## src/rtl/sync_filter.sv

```systemverilog
// Multi-channel CDC input conditioner: SYNC_STAGES flip-flop synchroniser followed by a
// per-channel stability filter. Define SYNC_FILTER_EDGES_EN to build the rise/fall strobes.
module sync_filter #(
  parameter int              WIDTH         = 1,
  parameter logic [WIDTH-1:0] INIT         = '0,
  parameter int              SYNC_STAGES   = 2,
  parameter int              FILTER_CYCLES = 4
) (
  input  logic             clk,
  input  logic             rst,
  input  logic [WIDTH-1:0] a_in,
  output logic [WIDTH-1:0] s_out,
  output logic [WIDTH-1:0] s_rise,
  output logic [WIDTH-1:0] s_fall
);

  localparam int CW = (FILTER_CYCLES > 1) ? $clog2(FILTER_CYCLES) : 1;
  localparam logic [CW-1:0] CNT_MAX = CW'(FILTER_CYCLES - 1);

  // Stage 0 is the metastability-capture flop; the last stage is the safe synchronised level.
  (* ASYNC_REG = "TRUE" *) logic [WIDTH-1:0] sync_q [SYNC_STAGES];

  logic [WIDTH-1:0] ssync;
  logic [WIDTH-1:0] s_out_q, s_out_d;
  logic [WIDTH-1:0] accept_d;
  logic [CW-1:0]    cnt_q [WIDTH];
  logic [CW-1:0]    cnt_d [WIDTH];

  assign ssync = sync_q[SYNC_STAGES-1];

  always_ff @(posedge clk) begin
    if (rst) begin
      for (int k = 0; k < SYNC_STAGES; k++) begin
        sync_q[k] <= INIT;
      end
    end else begin
      sync_q[0] <= a_in;
      for (int k = 1; k < SYNC_STAGES; k++) begin
        sync_q[k] <= sync_q[k-1];
      end
    end
  end

  // A differing level must persist FILTER_CYCLES edges; any return to s_out restarts the count.
  always_comb begin
    s_out_d  = s_out_q;
    accept_d = '0;
    for (int i = 0; i < WIDTH; i++) begin
      cnt_d[i] = '0;
      if (ssync[i] != s_out_q[i]) begin
        if (cnt_q[i] == CNT_MAX) begin
          accept_d[i] = 1'b1;
          s_out_d[i]  = ssync[i];
        end else begin
          cnt_d[i] = cnt_q[i] + CW'(1);
        end
      end
    end
  end

  always_ff @(posedge clk) begin
    if (rst) begin
      s_out_q <= INIT;
      for (int i = 0; i < WIDTH; i++) begin
        cnt_q[i] <= '0;
      end
    end else begin
      s_out_q <= s_out_d;
      for (int i = 0; i < WIDTH; i++) begin
        cnt_q[i] <= cnt_d[i];
      end
    end
  end

  assign s_out = s_out_q;

`ifdef SYNC_FILTER_EDGES_EN
  logic [WIDTH-1:0] rise_q, rise_d;
  logic [WIDTH-1:0] fall_q, fall_d;

  assign rise_d = accept_d & ssync;
  assign fall_d = accept_d & ~ssync;

  always_ff @(posedge clk) begin
    if (rst) begin
      rise_q <= '0;
      fall_q <= '0;
    end else begin
      rise_q <= rise_d;
      fall_q <= fall_d;
    end
  end

  assign s_rise = rise_q;
  assign s_fall = fall_q;
`else
  logic unused_accept;
  assign unused_accept = ^accept_d;
  assign s_rise = '0;
  assign s_fall = '0;
`endif

endmodule

```

## config.mk

```make
export PLATFORM = sky130hd
export DESIGN_NAME = sync_filter
export DESIGN_NICKNAME = d
export VERILOG_FILES = /design/src/rtl/sync_filter.sv
export SDC_FILE = /design/constraint.sdc
export NUM_CORES = 1
export LEC_CHECK = 0
export ABC_AREA = 1
export BUFFER_PORTS_ARGS = -buffer_cell sky130_fd_sc_hd__buf_2
export CELL_PAD_IN_SITES_DETAIL_PLACEMENT = 1
export CELL_PAD_IN_SITES_GLOBAL_PLACEMENT = 2
export CORE_AREA = 2 2 39 41
export DETAILED_ROUTE_END_ITERATION = 8
export DIE_AREA = 0 0 41 43
export GPL_TIMING_DRIVEN = 1
export PLACE_DENSITY = 0.52
export SLEW_MARGIN = 10
export SYNTH_ARGS = -nofsm -noshare
export SYNTH_HDL_FRONTEND = slang
export SYNTH_SLANG_ARGS = --single-unit
```

## constraint.sdc

```tcl
create_clock -name clk -period 0.88 [get_ports clk]
set_input_delay 0.044 -clock clk [delete_from_list [all_inputs] [get_ports clk]]
set_output_delay 0.044 -clock clk [all_outputs]
set_load 0.1 [all_outputs]
```

==> out/results.ini <==
[worst_setup_path]
critPathKind=flip-flop to output port
r2r_start=cnt_q[0][0]
cpPeakStageDelay_ns=0.36
cp.arrival_ns=0.78
startpoint_type=flip-flop
cpMaxStageDelayCell=dfxtp_4
path_delay_family=flip-flops
crit_path_cell_trace=buf_12
critPathBufInv=1
endpoint_kind=output port
timing.critical_path.from=s_out
worstPathMaxFanout=4
worst_ep_required_time_ns=0.84

[placed_design]
place.port_buffers=3
dpl_cell_area_um2=248
gp_congestion=0.642
dp_hpwl_um=272

[sta]
drv_slew=0
setup_viol=0
rsz0062_at_grt=false
fin_crit_sh_pct=93.2
skew_ns=0.00301
fmax_ghz=1.22
hold_viol=0
fin_crit_ns=0.820
tns_ns=0

[synth]
syn_area_um2=205
syn_inst=26
synth_cell_types=10
ys_seq_elements=5
ys_warn_count=0
ys_seq_area_share_pct=48.8
avgSynthCellArea_um2=7.89

[floorplan]
row_count=14
io_pins=6
initial_core_util_pct=14.8
dieArea_um2=1760
coreArea_um2=1380
die_height_um=43
die_w_um=41

[pwr]
powerDensity_nw_per_um2=1860
leakagePower_uw=0.000127
ir_drop_mv=0.430

[cts]
cts_tree=done
clk_pin_slew_ns=0.05
clockBufferDepth=2
clkSinkCount=5
root_buffer=clkbuf_4
clock_latency_ns=0.24
cts_buffers=3
htreeDepth=1

[drt]
drc=0
wirelength_um=336
firstDrtPassIters=3
wl_per_cell_um=6.86
postRouteAntennaNets=0
vias=160
drtIter0Drc=1
vias_per_cell=3.27

[finish]
mostFrequentLayoutCells=6 x inv_1, 6 x nor2_1, 3 x clkbuf_4
area_growth_pct=48.2
drive_gt1_share_pct=36.4
fin_nets=38
antenna_cells=0
final_area_um2=304

[grt]
grt-ovfl-total=0
first_global_vias=146
antenna_found_initial=0
track_usage_pct=5.23
grt_pass1_wl_um=531
grt_max_degree=5

[run_status]
status=completed

[min_path]
hp-class=input port to flip-flop
min_from=rst

[run]
cap_violations=0

-- cell usage after synthesis, drive strengths merged --
library cell  number  share of area, %
nor2               7                14
inv                6                11
dfxtp              5                49
buf                2               7.3
nand2              2               3.7
conb               1               1.8
ha                 1               6.1
nand3              1               4.9
nor3               1               2.4
-- state kept, by name, indices dropped and copies added (netlist names) --
signal and count:
cnt_q 2, sync_q 2, s_out 1
-- kinds of logic (layout without fill, tap and decap cells) --
| logic type | after synthesis | in the layout | share of synthesized area (%) |
|---|---|---|---|
| and+or+nand+nor | 11 | 11 | 25.0 |
| DFF | 5 | 5 | 48.8 |
| buffers and inverters | 8 | 14 | 18.3 |
| adders and majority gates | 1 | 1 | 6.10 |
| other | 1 | 2 | 1.83 |
-- worst reg2reg max path, stage by stage, from the launching register on --
cell and delay [ns]:
dfxtp_2 0.33, ha_4 0.17, nor2_4 0.07, nand3_2 0.07, nor2_1 0.10
-- per-stage QoR --
stage / hold slack, ns / utilization, % / worst slack, ns / instances / power (uW)
floorplan: 0.113 / - / 0.0218 / 27 / 289
global placement: 0.247 / 17.9 / 0.00200 / 44 / 290
detailed placement: 0.260 / 17.9 / -0.0193 / 44 / 291
CTS: 0.00856 / 20.7 / 0.0161 / 49 / 577
global route: 0.0410 / 22.0 / 0.0171 / 49 / 597
finish: 0.0364 / 22.0 / 0.0602 / 49 / 564
-- repair_timing --
item,in CTS,in global routing
gates resized for setup,1,4
endpoints found under the setup margin,2,3
hold buffers,1,0
endpoints found under the hold margin,1,0
pin swaps,0,4
buffers inserted,0,0
-- worst paths after layout --
path                  endpoint  cells after the start  slack [ns]
setup / recovery         s_out                      1        0.06
hold / removal    sync_q[0][0]                      2        0.04
setup reg to reg   cnt_q[0][0]                      4        0.08
hold reg to reg   sync_q[0][1]                      2        0.40
-- power breakdown --
part / switching, uW / internal [uW] / total [uW] / leakage (uW)
sequential: 3.30 / 230 / 233 / 0.0000426
combinational: 47.7 / 12.6 / 60.3 / 0.0000695
clock: 98.8 / 172 / 271 / 0.0000150
total: 150 / 415 / 564 / 0.000127
-- final cells by class --
| class | instances | area [um2] |
|---|---|---|
| Fill cell | 167 | 1080 |
| Sequential cell | 5 | 106 |
| Multi-Input combinational cell | 14 | 88.8 |
| Timing Repair Buffer | 4 | 40.0 |
| Clock buffer | 4 | 26.3 |
| Inverter | 6 | 22.5 |
| Tap cell | 16 | 20.0 |
-- metal layers --
layer	up-vias	GRT usage (%)	routed length [um]
met2	4	5.63	167
met3	0	1.57	18
met5	-	0	0
li1	84	-	-
met4	0	10.0	0
met1	72	5.18	150
No activity file was read; power rests on OpenSTA's default activity.
